$ cat config.mk
export PLATFORM = sky130hd
export DESIGN_NAME = ctrl_pipe
export DESIGN_NICKNAME = d
export VERILOG_FILES = /design/src/rtl/ctrl_pkg.sv /design/src/rtl/ctrl_pipe_decode.sv /design/src/rtl/ctrl_pipe.sv
export SDC_FILE = /design/constraint.sdc
export NUM_CORES = 1
export LEC_CHECK = 0
export BUFFER_PORTS_ARGS = -buffer_cell sky130_fd_sc_hd__buf_2
export CAP_MARGIN = 20
export CORE_ASPECT_RATIO = 0.75
export CORE_UTILIZATION = 45
export DETAILED_ROUTE_END_ITERATION = 16
export PLACE_DENSITY = 0.66
export SLEW_MARGIN = 10
export SYNTH_ARGS = -nofsm -noshare
export SYNTH_HDL_FRONTEND = slang
export SYNTH_SLANG_ARGS = --single-unit
$ cat constraint.sdc
create_clock -name i_clk -period 1.8 [get_ports i_clk]
set_input_delay 0.27 -clock i_clk [delete_from_list [all_inputs] [get_ports i_clk]]
set_output_delay 0.27 -clock i_clk [all_outputs]
set_load 0.01 [all_outputs]
$ cat src/rtl/ctrl_pkg.sv
// Shared types and constants for the WISC-SP13 pipelined control unit.
package ctrl_pkg;

    localparam int OPC_BITS   = 5;
    localparam int ALUOP_BITS = 4;

    // Opcodes, grouped the way the decoder treats them.
    localparam logic [4:0] OPC_HALT   = 5'b00000;
    localparam logic [4:0] OPC_NOP    = 5'b00001;
    localparam logic [4:0] OPC_ILL0   = 5'b00010;
    localparam logic [4:0] OPC_ILL1   = 5'b00011;
    localparam logic [4:0] OPC_J      = 5'b00100;
    localparam logic [4:0] OPC_JR     = 5'b00101;
    localparam logic [4:0] OPC_JAL    = 5'b00110;
    localparam logic [4:0] OPC_JALR   = 5'b00111;
    localparam logic [4:0] OPC_ADDI   = 5'b01000;
    localparam logic [4:0] OPC_SUBI   = 5'b01001;
    localparam logic [4:0] OPC_XORI   = 5'b01010;
    localparam logic [4:0] OPC_ANDNI  = 5'b01011;
    localparam logic [4:0] OPC_BEQZ   = 5'b01100;
    localparam logic [4:0] OPC_BNEZ   = 5'b01101;
    localparam logic [4:0] OPC_BLTZ   = 5'b01110;
    localparam logic [4:0] OPC_BGEZ   = 5'b01111;
    localparam logic [4:0] OPC_ST     = 5'b10000;
    localparam logic [4:0] OPC_LD     = 5'b10001;
    localparam logic [4:0] OPC_SLBI   = 5'b10010;
    localparam logic [4:0] OPC_STU    = 5'b10011;
    localparam logic [4:0] OPC_ROLI   = 5'b10100;
    localparam logic [4:0] OPC_SLLI   = 5'b10101;
    localparam logic [4:0] OPC_RORI   = 5'b10110;
    localparam logic [4:0] OPC_SRLI   = 5'b10111;
    localparam logic [4:0] OPC_LBI    = 5'b11000;
    localparam logic [4:0] OPC_BTR    = 5'b11001;
    localparam logic [4:0] OPC_RSHIFT = 5'b11010;
    localparam logic [4:0] OPC_RARITH = 5'b11011;
    localparam logic [4:0] OPC_SEQ    = 5'b11100;
    localparam logic [4:0] OPC_SLT    = 5'b11101;
    localparam logic [4:0] OPC_SLE    = 5'b11110;
    localparam logic [4:0] OPC_SCO    = 5'b11111;

    // Full control word carried in the X stage (17 fields).
    typedef struct packed {
        logic                  Halt;
        logic                  Jump;
        logic                  JumpR;
        logic                  Branch;
        logic                  RegWrite;
        logic [1:0]            RegDst;
        logic [ALUOP_BITS-1:0] AluOp;
        logic                  AluSrc;
        logic                  AluSrc2;
        logic                  AluSrc3;
        logic                  AluSpecSel2;
        logic [1:0]            AluSpecSel1;
        logic [1:0]            ImmSel;
        logic                  MemRead;
        logic                  MemWrite;
        logic                  MemToReg;
        logic                  SLBIExt;
    } ctrl_t;

    localparam ctrl_t CTRL_ZERO = '0;

    // Later stages only carry the fields still consumed downstream.
    typedef struct packed {
        logic       halt;
        logic       reg_write;
        logic [1:0] reg_dst;
        logic       mem_read;
        logic       mem_write;
        logic       mem_to_reg;
    } m_stage_t;

    typedef struct packed {
        logic       halt;
        logic       reg_write;
        logic [1:0] reg_dst;
        logic       mem_to_reg;
    } w_stage_t;

    localparam m_stage_t M_ZERO = '0;
    localparam w_stage_t W_ZERO = '0;

    function automatic m_stage_t to_m_stage(input ctrl_t c);
        m_stage_t m;
        m.halt       = c.Halt;
        m.reg_write  = c.RegWrite;
        m.reg_dst    = c.RegDst;
        m.mem_read   = c.MemRead;
        m.mem_write  = c.MemWrite;
        m.mem_to_reg = c.MemToReg;
        return m;
    endfunction

endpackage

$ cat src/rtl/ctrl_pipe_decode.sv
// Combinational opcode decoder: opcode -> control word plus illegal flag.
import ctrl_pkg::*;

module ctrl_decode #(
    parameter int ILLEGAL_TRAP = 0,
    parameter int OPC_W        = 5
) (
    input  logic [OPC_W-1:0] i_opcode,
    output ctrl_t            o_ctrl,
    output logic             o_illegal
);

    // Decode table; every field not set by an opcode stays 0.
    always_comb begin
        o_ctrl    = CTRL_ZERO;
        o_illegal = 1'b0;
        case (i_opcode)
            OPC_HALT: o_ctrl.Halt = 1'b1;
            OPC_NOP: ;
            OPC_ILL0, OPC_ILL1: begin
                o_illegal   = 1'b1;
                o_ctrl.Halt = (ILLEGAL_TRAP != 0);
            end
            OPC_J:  o_ctrl.Jump = 1'b1;
            OPC_JR: begin
                o_ctrl.Jump  = 1'b1;
                o_ctrl.JumpR = 1'b1;
            end
            OPC_JAL, OPC_JALR: begin
                o_ctrl.Jump     = 1'b1;
                o_ctrl.JumpR    = i_opcode[0];
                o_ctrl.RegWrite = 1'b1;
                o_ctrl.RegDst   = 2'b11;
                o_ctrl.AluOp    = 4'b1110;
                o_ctrl.AluSrc2  = 1'b1;
                o_ctrl.AluSrc3  = 1'b1;
            end
            OPC_ADDI, OPC_SUBI, OPC_XORI, OPC_ANDNI: begin
                o_ctrl.RegWrite    = 1'b1;
                o_ctrl.AluSrc      = 1'b1;
                o_ctrl.AluOp       = 4'b0100;
                o_ctrl.AluSpecSel2 = 1'b1;
                o_ctrl.AluSpecSel1 = i_opcode[1:0];
                o_ctrl.ImmSel      = i_opcode[1] ? 2'b01 : 2'b10;
            end
            OPC_BEQZ, OPC_BNEZ, OPC_BLTZ, OPC_BGEZ: begin
                o_ctrl.Branch = 1'b1;
                o_ctrl.AluOp  = 4'b0110 + {2'b00, i_opcode[1:0]};
            end
            OPC_ST, OPC_LD, OPC_STU: begin
                o_ctrl.AluSrc      = 1'b1;
                o_ctrl.AluOp       = 4'b0100;
                o_ctrl.ImmSel      = 2'b10;
                o_ctrl.AluSpecSel2 = 1'b1;
                if (i_opcode == OPC_LD) begin
                    o_ctrl.MemRead  = 1'b1;
                    o_ctrl.MemToReg = 1'b1;
                    o_ctrl.RegWrite = 1'b1;
                end else begin
                    o_ctrl.MemWrite = 1'b1;
                end
                if (i_opcode == OPC_STU) begin
                    o_ctrl.RegWrite = 1'b1;
                    o_ctrl.RegDst   = 2'b01;
                end
            end
            OPC_SLBI: begin
                o_ctrl.RegDst   = 2'b01;
                o_ctrl.RegWrite = 1'b1;
                o_ctrl.AluSrc   = 1'b1;
                o_ctrl.AluOp    = 4'b0010;
                o_ctrl.SLBIExt  = 1'b1;
            end
            OPC_ROLI, OPC_SLLI, OPC_RORI, OPC_SRLI: begin
                o_ctrl.RegWrite    = 1'b1;
                o_ctrl.AluSrc      = 1'b1;
                o_ctrl.AluOp       = 4'b0101;
                o_ctrl.ImmSel      = 2'b11;
                o_ctrl.AluSpecSel2 = 1'b1;
                o_ctrl.AluSpecSel1 = i_opcode[1:0];
            end
            OPC_LBI: begin
                o_ctrl.RegDst   = 2'b01;
                o_ctrl.RegWrite = 1'b1;
                o_ctrl.AluSrc   = 1'b1;
                o_ctrl.AluOp    = 4'b0001;
            end
            OPC_BTR, OPC_RSHIFT, OPC_RARITH, OPC_SEQ, OPC_SLT, OPC_SLE, OPC_SCO: begin
                o_ctrl.RegDst   = 2'b10;
                o_ctrl.RegWrite = 1'b1;
                case (i_opcode)
                    OPC_BTR:    o_ctrl.AluOp = 4'b0011;
                    OPC_RSHIFT: o_ctrl.AluOp = 4'b0101;
                    OPC_RARITH: o_ctrl.AluOp = 4'b0100;
                    OPC_SEQ:    o_ctrl.AluOp = 4'b1011;
                    OPC_SLT:    o_ctrl.AluOp = 4'b1100;
                    OPC_SLE:    o_ctrl.AluOp = 4'b1101;
                    default:    o_ctrl.AluOp = 4'b1010;
                endcase
            end
            default: ;
        endcase
    end

endmodule

$ cat src/rtl/ctrl_pipe.sv
// Control pipeline: decodes D and carries control through X, M and W,
// tracking sticky halt and illegal-opcode state.
//
// Stage protocol: each stage register pairs a valid bit with its payload.
// valid=1 means the payload is a live instruction; valid=0 is a bubble and
// its payload is held at 0. There is no ready: X accepts D only when
// d_valid & !stall & !flush & !halt_pending, while M and W always advance.
import ctrl_pkg::*;

module ctrl_pipe #(
    parameter int ILLEGAL_TRAP = 0,
    parameter int OPC_W        = 5,
    parameter int ALUOP_W      = 4
) (
    input  logic             i_clk,
    input  logic             i_rst,
    input  logic             i_d_valid,
    input  logic [OPC_W-1:0] i_d_opcode,
    input  logic             i_stall,
    input  logic             i_flush,
    output logic             o_x_valid,
    output logic             o_m_valid,
    output logic             o_w_valid,
    output ctrl_t            o_x_ctrl,
    output logic             o_m_MemRead,
    output logic             o_m_MemWrite,
    output logic             o_m_MemToReg,
    output logic             o_w_RegWrite,
    output logic [1:0]       o_w_RegDst,
    output logic             o_w_MemToReg,
    output logic             o_halt_pending,
    output logic             o_halted,
    output logic             o_illegal
);

    // Only the 5-bit opcode / 4-bit AluOp encoding exists.
    if (OPC_W != OPC_BITS || ALUOP_W != ALUOP_BITS) begin : g_bad_width
        $error("ctrl_pipe: OPC_W must be 5 and ALUOP_W must be 4");
    end

    ctrl_t    w_d_ctrl;
    logic     w_d_illegal;
    logic     w_cap;

    logic     r_x_valid;
    ctrl_t    r_x_ctrl;
    logic     r_m_valid;
    m_stage_t r_m;
    logic     r_w_valid;
    w_stage_t r_w;
    logic     r_halt_pending;
    logic     r_halted;
    logic     r_illegal;

    ctrl_decode #(
        .ILLEGAL_TRAP (ILLEGAL_TRAP),
        .OPC_W        (OPC_W)
    ) u_decode (
        .i_opcode  (i_d_opcode),
        .o_ctrl    (w_d_ctrl),
        .o_illegal (w_d_illegal)
    );

    // flush outranks stall; once a halt is in flight nothing younger enters.
    assign w_cap = i_d_valid & ~i_stall & ~i_flush & ~r_halt_pending;

    // X stage: capture the decoded word or insert a bubble.
    always_ff @(posedge i_clk or posedge i_rst) begin
        if (i_rst) begin
            r_x_valid <= 1'b0;
            r_x_ctrl  <= CTRL_ZERO;
        end else begin
            r_x_valid <= w_cap;
            r_x_ctrl  <= w_cap ? w_d_ctrl : CTRL_ZERO;
        end
    end

    // M and W stages: unconditional advance, never stalled or flushed.
    always_ff @(posedge i_clk or posedge i_rst) begin
        if (i_rst) begin
            r_m_valid <= 1'b0;
            r_m       <= M_ZERO;
            r_w_valid <= 1'b0;
            r_w       <= W_ZERO;
        end else begin
            r_m_valid <= r_x_valid;
            r_m       <= r_x_valid ? to_m_stage(r_x_ctrl) : M_ZERO;
            r_w_valid <= r_m_valid;
            r_w       <= r_m_valid ? '{halt: r_m.halt, reg_write: r_m.reg_write,
                                       reg_dst: r_m.reg_dst, mem_to_reg: r_m.mem_to_reg}
                                   : W_ZERO;
        end
    end

    // Sticky processor state: halt in flight, halted, illegal seen.
    always_ff @(posedge i_clk or posedge i_rst) begin
        if (i_rst) begin
            r_halt_pending <= 1'b0;
            r_halted       <= 1'b0;
            r_illegal      <= 1'b0;
        end else begin
            r_halt_pending <= r_halt_pending | (w_cap & w_d_ctrl.Halt);
            r_halted       <= r_halted | (r_w_valid & r_w.halt);
            r_illegal      <= r_illegal | (w_cap & w_d_illegal);
        end
    end

    // Outputs gated by their stage valid bit.
    always_comb begin
        o_x_valid      = r_x_valid;
        o_m_valid      = r_m_valid;
        o_w_valid      = r_w_valid;
        o_x_ctrl       = r_x_valid ? r_x_ctrl : CTRL_ZERO;
        o_m_MemRead    = r_m_valid & r_m.mem_read;
        o_m_MemWrite   = r_m_valid & r_m.mem_write;
        o_m_MemToReg   = r_m_valid & r_m.mem_to_reg;
        o_w_RegWrite   = r_w_valid & r_w.reg_write;
        o_w_RegDst     = r_w_valid ? r_w.reg_dst : 2'b00;
        o_w_MemToReg   = r_w_valid & r_w.mem_to_reg;
        o_halt_pending = r_halt_pending;
        o_halted       = r_halted;
        o_illegal      = r_illegal;
    end

endmodule

==> results of run 1 <==
[how the worst max path moves through the flow]
stage,from,end,depth (start not counted),slack [ps]
after global placement,i_stall,r_x_ctrl[0]$_DFF_PP0_,4,260
after CTS,o_x_valid$_DFF_PP0_,o_x_ctrl[3],2,120
after global routing,o_x_valid$_DFF_PP0_,o_x_ctrl[1],2,40
final,o_x_valid$_DFF_PP0_,o_x_ctrl[1],2,190
after detailed placement,i_stall,r_x_ctrl[0]$_DFF_PP0_,4,230
after floorplan,o_halt_pending$_DFF_PP0_,r_x_ctrl[2]$_DFF_PP0_,4,310
[state kept, by name, summed over array words and instances (netlist names)]
register and count:
r_w 5, o_halt_pending 1, o_illegal 1, o_m_valid 1, r_m 6, o_x_valid 1, r_x_ctrl 21, o_halted 1
o_w_valid 1
[synthesized netlist by cell type (all sizes together)]
cell type	count
or3	1
nor3b	1
a21oi	11
nor2b	3
nand4b	1
nand3b	4
a32o	1
nand2b	5
nor4	3
inv	2
a32oi	2
xnor2	1
o21ai	4
nor2	7
nand3	2
clkbuf	5
or3b	1
or2	2
clkinv	1
nor3	3
nand4	1
xor2	2
and3	1
buf	11
dfrtp	38
or4b	1
nand2	11
a21o	3
and2	34
a31oi	1
o21bai	1
[routing by layer]
layer	vias up	global-route usage [%]	wire, microns
met4	0	10.9	57
met5	-	0	0
li1	613	-	-
met2	37	25.9	1450
met3	5	4.38	158
met1	600	23.5	1460
[worst max-delay path, cell delays in order, from the launching register on]
cell and delay, ps:
dfrtp_1 660, and2_1 240, buf_2 140
[report_power, final]
part	internal, mW	total (mW)	switching, mW
sequential	0.871	0.882	0.0117
clock	0.443	0.731	0.287
combinational	0.0532	0.146	0.0930
[final cells by class]
cell class | count | share of cell area (%)
well taps | 52 | 3.16
multi-input cells | 107 | 32.5
inverters | 3 | 0.789
clock buffers | 6 | 4.00
flip-flops and latches | 38 | 46.1
clock inverters | 1 | 1.46
repair buffers | 48 | 12.0
[kinds of logic (layout without fill, tap and decap cells)]
kind of cell / count (synthesis) / in the layout / synth area share (%)
buf+inv: 19 / 58 / 5.47
compound gates: 23 / 23 / 8.10
xor+xnor: 3 / 3 / 1.53
simple gates: 81 / 81 / 29.4
flops: 38 / 38 / 55.5
==> report_table.html, run 1 <==
<table>
<tr><th>Metric</th><th>Value</th></tr>
<tr><th colspan="2">Worst setup path</th></tr>
<tr><td>Nature of the critical path endpoint</td><td>primary output</td></tr>
<tr><td>Count of cells along the worst register-to-register path</td><td>3</td></tr>
<tr><td>R2r startpoint</td><td>o_halt_pending$_DFF_PP0_</td></tr>
<tr><td>Startpoint class of the critical path</td><td>register</td></tr>
<tr><td>FF-to-FF setup slack</td><td>around 270 ps</td></tr>
<tr><td>Max FO, Critical Path</td><td>23</td></tr>
<tr><td>Arrival time reported for the critical path endpoint</td><td>between 1000 and 1500 ps</td></tr>
<tr><td>CP required</td><td>1530 ps</td></tr>
<tr><td>Worst Setup Path Type</td><td>reg -&gt; out</td></tr>
<tr><td>Worst flop-to-flop path endpoint</td><td>r_x_ctrl[0]$_DFF_PP0_</td></tr>
<tr><th colspan="2">Placed design</th></tr>
<tr><td>DP Wirelength</td><td>between 2000 and 2500 microns</td></tr>
<tr><td>Placed cell count</td><td>248</td></tr>
<tr><td>Input/output buffers</td><td>45</td></tr>
<tr><td>Instance area at placement</td><td>1950 sq um</td></tr>
<tr><td>Post-Place Setup Slack</td><td>226 ps</td></tr>
<tr><td>Global placer's final weighted congestion</td><td>between 0.7 and 0.8</td></tr>
<tr><th colspan="2">Floorplanning</th></tr>
<tr><td>Num ports</td><td>between 40 and 50</td></tr>
<tr><td>Y dimension of the die</td><td>approximately 55 microns</td></tr>
<tr><td>Placeable Area</td><td>~3700 sq um</td></tr>
<tr><td>Std-Cell Rows</td><td>19</td></tr>
<tr><td>Die area</td><td>just over 4000 sq um</td></tr>
<tr><td>Initial cell density of the core</td><td>between 40% and 50%</td></tr>
<tr><td>Horizontal die dimension</td><td>roughly 73 microns</td></tr>
<tr><th colspan="2">Power</th></tr>
<tr><td>Power Total</td><td>between 1.5 and 2 mW</td></tr>
<tr><td>Leakage Power</td><td>roughly 1.1 nW</td></tr>
<tr><td>Maximum vdd ir drop</td><td>between 0.3 and 0.4 mV</td></tr>
<tr><td>Power per unit of standard cell area</td><td>roughly 850 nW/um^2</td></tr>
<tr><th colspan="2">Drt</th></tr>
<tr><td>Vias post-DR</td><td>between 1000 and 1500</td></tr>
<tr><td>Total wirelength of the detailed-routed design</td><td>approximately 3100 microns</td></tr>
<tr><td>Wire per inst</td><td>12.2 microns</td></tr>
<tr><td>Initial DRC count</td><td>92</td></tr>
<tr><td>Number of design rule violations left after detail routing</td><td>0</td></tr>
<tr><td>Number of search-and-repair iterations in the first detailed-routing pass</td><td>4</td></tr>
<tr><td>Vias per inst</td><td>around 4.9</td></tr>
<tr><td>Post-route ant nets</td><td>0</td></tr>
<tr><th colspan="2">GRT</th></tr>
<tr><td>First-pass GRT wire length</td><td>~5300 microns</td></tr>
<tr><td>Grt ovf</td><td>0</td></tr>
<tr><td>Initial antenna violation count</td><td>0</td></tr>
<tr><td>All-Layer GR Usage</td><td>between 10% and 20%</td></tr>
<tr><td>Via count of the first global-routing pass</td><td>1122</td></tr>
<tr><td>Largest net degree at the start of global routing</td><td>39</td></tr>
<tr><th colspan="2">Clock network</th></tr>
<tr><td>H-tree levels</td><td>2</td></tr>
<tr><td>Number of buffers added to fix hold violations after cts</td><td>0</td></tr>
<tr><td>Largest buffer count on any clock path</td><td>2</td></tr>
<tr><td>CTS tree</td><td>yes</td></tr>
<tr><td>CTS buffer count</td><td>5</td></tr>
<tr><td>Clock net sink count</td><td>38</td></tr>
<tr><td>Postcts setup bufs</td><td>0</td></tr>
<tr><td>Clock slew seen by the registers of the worst setup and hold paths</td><td>~70 ps</td></tr>
<tr><td>Cell at the root of the clock tree</td><td>clkbuf_8</td></tr>
<tr><td>Latest clock arrival within the worst-skew pair</td><td>between 200 and 300 ps</td></tr>
<tr><td>Post-cts repair resize count</td><td>0</td></tr>
<tr><th colspan="2">Layout</th></tr>
<tr><td>Final cell utilization of the core</td><td>~56%</td></tr>
<tr><td>Fill count</td><td>346</td></tr>
<tr><td>Area used by multi-input combinational logic</td><td>669 sq um</td></tr>
<tr><td>Fin cells</td><td>about 260</td></tr>
<tr><td>Area used by sequential logic in the layout</td><td>between 900 and 1000 sq um</td></tr>
<tr><td>Final non-filler cell area</td><td>slightly above 2000 sq um</td></tr>
<tr><td>N_diodes</td><td>0</td></tr>
<tr><td>Layout area overhead</td><td>20.3%</td></tr>
<tr><td>Ratio of cells with drive above 1 in the final layout</td><td>between 30% and 40%</td></tr>
<tr><td>Most common cell after layout, fill and taps aside</td><td>buf_2</td></tr>
<tr><td>Most used cells in the layout excluding fill and tap cells</td><td>buf_2, dfrtp_1, and2_1</td></tr>
<tr><td>Number of nets in the layout</td><td>between 200 and 250</td></tr>
<tr><th colspan="2">Yosys</th></tr>
<tr><td>Sequential share of the synthesized area</td><td>55.5%</td></tr>
<tr><td>Count of distinct cell types in the synthesized netlist</td><td>37</td></tr>
<tr><td>Top post-synthesis cells by area</td><td>dfrtp_1, and2_1, a21oi_1, nand2_1, nand3b_1</td></tr>
<tr><td>Synthesized flop and latch total</td><td>38</td></tr>
<tr><td>Netlist area before placement</td><td>approximately 1700 sq um</td></tr>
<tr><td>Avg Synthesized Cell Area</td><td>10.5 sq um</td></tr>
<tr><td>Total nets after synthesis</td><td>~170</td></tr>
<tr><td>Cell accounting for the most synthesized area</td><td>dfrtp_1</td></tr>
<tr><td>Synthesized instance count</td><td>164</td></tr>
<tr><td>Yosys warns</td><td>0</td></tr>
<tr><td>Share of the synthesized area in the top cell type</td><td>between 50% and 60%</td></tr>
<tr><th colspan="2">Run</th></tr>
<tr><td>Number of maximum-capacitance violations</td><td>0</td></tr>
<tr><th colspan="2">Timing</th></tr>
<tr><td>Maximum clock skew at final layout</td><td>2.37 ps</td></tr>
<tr><td>Final worst path period need</td><td>~1600 ps</td></tr>
<tr><td>Slew at the pin closest to its max-slew limit</td><td>approximately 520 ps</td></tr>
<tr><td>Final hold violations</td><td>0</td></tr>
<tr><td>Period Utilization, post-route</td><td>about nine tenths</td></tr>
<tr><td>Worst hold slack after final layout</td><td>around 76 ps</td></tr>
<tr><td>Setup repair after global routing missed its margin</td><td>no</td></tr>
<tr><td>Worst slew slack as a fraction of its limit</td><td>65.6%</td></tr>
<tr><td>Max-slew violations</td><td>0</td></tr>
<tr><td>Setup slack after layout</td><td>around 190 ps</td></tr>
<tr><td>Achievable Freq</td><td>around 0.62 GHz</td></tr>
<tr><td>Final setup violation count</td><td>0</td></tr>
<tr><td>Setup total negative slack</td><td>0 ps</td></tr>
<tr><th colspan="2">Run status</th></tr>
<tr><td>Result of the run</td><td>finished clean</td></tr>
<tr><th colspan="2">Worst hold path</th></tr>
<tr><td>Hold WC Path Type</td><td>in -&gt; async</td></tr>
</table>
Power figures use the tool's default switching activity.
==> inputs of run 2 (changes only) <==
Settings changed: MAX_ROUTING_LAYER from default to met4.
==> report_table.html, run 2 (same netlist as run 1, synthesis figures left out) <==
<table>
<tr><th>Metric</th><th>Value</th></tr>
<tr><th colspan="2">Clock network</th></tr>
<tr><td>Postcts setup bufs</td><td>0 (unchanged)</td></tr>
<tr><td>Number of buffers added to fix hold violations after cts</td><td>0 (unchanged)</td></tr>
<tr><td>CTS tree</td><td>yes</td></tr>
<tr><td>Post-cts repair resize count</td><td>0 (unchanged)</td></tr>
<tr><td>Clock slew seen by the registers of the worst setup and hold paths</td><td>70 ps (about the same)</td></tr>
<tr><td>Largest buffer count on any clock path</td><td>2 (unchanged)</td></tr>
<tr><td>CTS buffer count</td><td>5 (unchanged)</td></tr>
<tr><td>H-tree levels</td><td>2 (unchanged)</td></tr>
<tr><td>Clock net sink count</td><td>38 (unchanged)</td></tr>
<tr><td>Latest clock arrival within the worst-skew pair</td><td>290 ps (about the same)</td></tr>
<tr><td>Cell at the root of the clock tree</td><td>clkbuf_8</td></tr>
<tr><th colspan="2">Layout</th></tr>
<tr><td>Number of nets in the layout</td><td>213 (unchanged)</td></tr>
<tr><td>Max FFs per register</td><td>21 (unchanged)</td></tr>
<tr><td>Most common cell after layout, fill and taps aside</td><td>buf_2</td></tr>
<tr><td>Register with the most flip-flops</td><td>r_x_ctrl</td></tr>
<tr><td>Most used cells in the layout excluding fill and tap cells</td><td>buf_2, dfrtp_1, and2_1</td></tr>
<tr><td>Ratio of cells with drive above 1 in the final layout</td><td>31.0% (unchanged)</td></tr>
<tr><td>Area used by multi-input combinational logic</td><td>669 sq um (unchanged)</td></tr>
<tr><td>Fill count</td><td>346 (unchanged)</td></tr>
<tr><td>Layout area overhead</td><td>20.3% (unchanged)</td></tr>
<tr><td>N_diodes</td><td>0 (unchanged)</td></tr>
<tr><td>Largest registers</td><td>r_x_ctrl (21), r_m (6), r_w (5)</td></tr>
<tr><td>Final non-filler cell area</td><td>2060 sq um (unchanged)</td></tr>
<tr><td>Area used by sequential logic in the layout</td><td>951 sq um (unchanged)</td></tr>
<tr><th colspan="2">GRT</th></tr>
<tr><td>Initial antenna violation count</td><td>0 (unchanged)</td></tr>
<tr><td>Grt ovf</td><td>0 (unchanged)</td></tr>
<tr><td>All-Layer GR Usage</td><td>18.1% (+0.43 points)</td></tr>
<tr><td>Largest net degree at the start of global routing</td><td>39 (unchanged)</td></tr>
<tr><td>First-pass GRT wire length</td><td>5260 microns (-0.27%)</td></tr>
<tr><td>Via count of the first global-routing pass</td><td>1130 (+0.71%)</td></tr>
<tr><th colspan="2">Timing</th></tr>
<tr><td>Setup slack after layout</td><td>193 ps (+3.75 ps)</td></tr>
<tr><td>Final setup violation count</td><td>0 (unchanged)</td></tr>
<tr><td>Final hold violations</td><td>0 (unchanged)</td></tr>
<tr><td>Max-slew violations</td><td>0 (unchanged)</td></tr>
<tr><td>Setup repair after global routing missed its margin</td><td>no</td></tr>
<tr><td>Setup total negative slack</td><td>0 ps (unchanged)</td></tr>
<tr><td>Worst slew slack as a fraction of its limit</td><td>65.9% (+0.28 points)</td></tr>
<tr><td>Slew at the pin closest to its max-slew limit</td><td>512 ps (-4.25 ps)</td></tr>
<tr><td>Final worst path period need</td><td>1610 ps (-3.75 ps)</td></tr>
<tr><td>Achievable Freq</td><td>0.622 GHz (+0.23%)</td></tr>
<tr><td>Maximum clock skew at final layout</td><td>2.37 ps (-0.00636 ps)</td></tr>
<tr><td>Period Utilization, post-route</td><td>89.3% (-0.21 points)</td></tr>
<tr><th colspan="2">Drt</th></tr>
<tr><td>Total wirelength of the detailed-routed design</td><td>3120 microns (-0.16%)</td></tr>
<tr><td>Number of search-and-repair iterations in the first detailed-routing pass</td><td>4 (unchanged)</td></tr>
<tr><td>Number of design rule violations left after detail routing</td><td>0 (unchanged)</td></tr>
<tr><td>Post-route ant nets</td><td>0 (unchanged)</td></tr>
<tr><td>Vias per inst</td><td>4.87 (-0.96%)</td></tr>
<tr><td>Vias post-DR</td><td>1243 (-0.96%)</td></tr>
<tr><td>Wire per inst</td><td>12.2 microns (-0.16%)</td></tr>
<tr><td>Initial DRC count</td><td>95 (+3.3%)</td></tr>
<tr><th colspan="2">Worst setup path</th></tr>
<tr><td>Arrival time reported for the critical path endpoint</td><td>1340 ps (about the same)</td></tr>
<tr><td>Startpoint class of the critical path</td><td>register</td></tr>
<tr><td>Worst Setup Path Type</td><td>reg -&gt; out</td></tr>
<tr><td>Nature of the critical path endpoint</td><td>primary output</td></tr>
<tr><td>CP required</td><td>1530 ps (about the same)</td></tr>
<tr><td>Max FO, Critical Path</td><td>23 (unchanged)</td></tr>
<tr><th colspan="2">Floorplanning</th></tr>
<tr><td>Horizontal die dimension</td><td>73.3 microns (unchanged)</td></tr>
<tr><td>Initial cell density of the core</td><td>46.8% (unchanged)</td></tr>
<tr><td>Num ports</td><td>46 (unchanged)</td></tr>
<tr><td>Die area</td><td>4060 sq um (unchanged)</td></tr>
<tr><td>Std-Cell Rows</td><td>19 (unchanged)</td></tr>
<tr><td>Placeable Area</td><td>3660 sq um (unchanged)</td></tr>
<tr><td>Y dimension of the die</td><td>55.5 microns (unchanged)</td></tr>
<tr><th colspan="2">Power</th></tr>
<tr><td>Sequential cell fraction of total power</td><td>50.2% (about the same)</td></tr>
<tr><td>Clock power share</td><td>41.5% (about the same)</td></tr>
<tr><td>Leakage Power</td><td>1.10 nW (unchanged)</td></tr>
<tr><td>Net Sw Frac</td><td>22.3% (about the same)</td></tr>
<tr><td>Maximum vdd ir drop</td><td>0.361 mV (about the same)</td></tr>
<tr><td>Net switching power of the design</td><td>392 uW (about the same)</td></tr>
<tr><td>Comb power frac</td><td>8.3% (about the same)</td></tr>
<tr><td>Power Total</td><td>1.76 mW (about the same)</td></tr>
<tr><td>Cell internal power dissipation</td><td>1.37 mW (about the same)</td></tr>
<tr><td>Power per unit of standard cell area</td><td>853 nW/um^2 (about the same)</td></tr>
<tr><th colspan="2">Placed design</th></tr>
<tr><td>Instance area at placement</td><td>1950 sq um (unchanged)</td></tr>
<tr><td>Input/output buffers</td><td>45 (unchanged)</td></tr>
<tr><td>Post-Place Setup Slack</td><td>226 ps (unchanged)</td></tr>
<tr><td>DP Wirelength</td><td>2080 microns (unchanged)</td></tr>
<tr><td>Global placer's final weighted congestion</td><td>0.768 (+1.3%)</td></tr>
<tr><th colspan="2">Worst hold path</th></tr>
<tr><td>Hold WC Path Type</td><td>in -&gt; async</td></tr>
<tr><th colspan="2">Run</th></tr>
<tr><td>Number of maximum-capacitance violations</td><td>0 (unchanged)</td></tr>
<tr><th colspan="2">Run status</th></tr>
<tr><td>Result of the run</td><td>finished clean</td></tr>
</table>
==> run 2: cell counts in the layout (fill, tap and decap cells not counted) <==
Identical to the previous run, type by type.
==> run 2: area by class of cell <==
class	instances	area share [%]
clock buffers	6	4.00
clock inverters	1	1.46
inverters	3	0.789
multi-input cells	107	32.5
flip-flops and latches	38	46.1
well taps	52	3.16
repair buffers	48	12.0
==> run 2: path summary, 6_finish.rpt <==
check	start	end	slack [ps]	depth (start not counted)
max	o_x_valid$_DFF_PP0_	o_x_ctrl[1]	190	2
min	i_rst	r_m[1]$_DFF_PP0_	80	3
max reg2reg	o_halt_pending$_DFF_PP0_	r_x_ctrl[0]$_DFF_PP0_	260	3
min reg2reg	r_m[3]$_DFF_PP0_	r_w[1]$_DFF_PP0_	450	1
max in group asynchronous	i_rst	r_x_ctrl[11]$_DFF_PP0_	1400	3
min in group i_clk	i_d_opcode[2]	r_x_ctrl[3]$_DFF_PP0_	310	2
==> run 2: routing by layer <==
layer  vias up  share of wire, %  track usage (%)
li1        612                 -                -
met1       588                47             23.1
met2        36                45             26.1
met3         7               5.1             4.38
met4         0               2.5             10.9
met5         -                 0                -
==> run 2: metrics by stage <==
step           hold WS (ps)  instances  util (%)
3_3_place_gp            394        248      53.2
3_5_place_dp            411        248      53.2
2_1_floorplan           430        164         -
4_1_cts                91.9        255      56.3
5_1_grt                 133        255      56.3
6_report               76.6        255      56.3
==> run 2: critical path: stages (launching register included) <==
cell	delay [ps]
dfrtp_1	660
and2_1	240
buf_2	140
==> run 2: power groups by stage <==
stage               sequential, mW  clock [mW]  combinational [mW]
finish                       0.882       0.730               0.146
global route                 0.885       0.779               0.165
CTS                          0.883       0.754               0.147
detailed placement           0.899           0               0.146
global placement             0.899           0               0.143
floorplan                    0.899           0               0.103
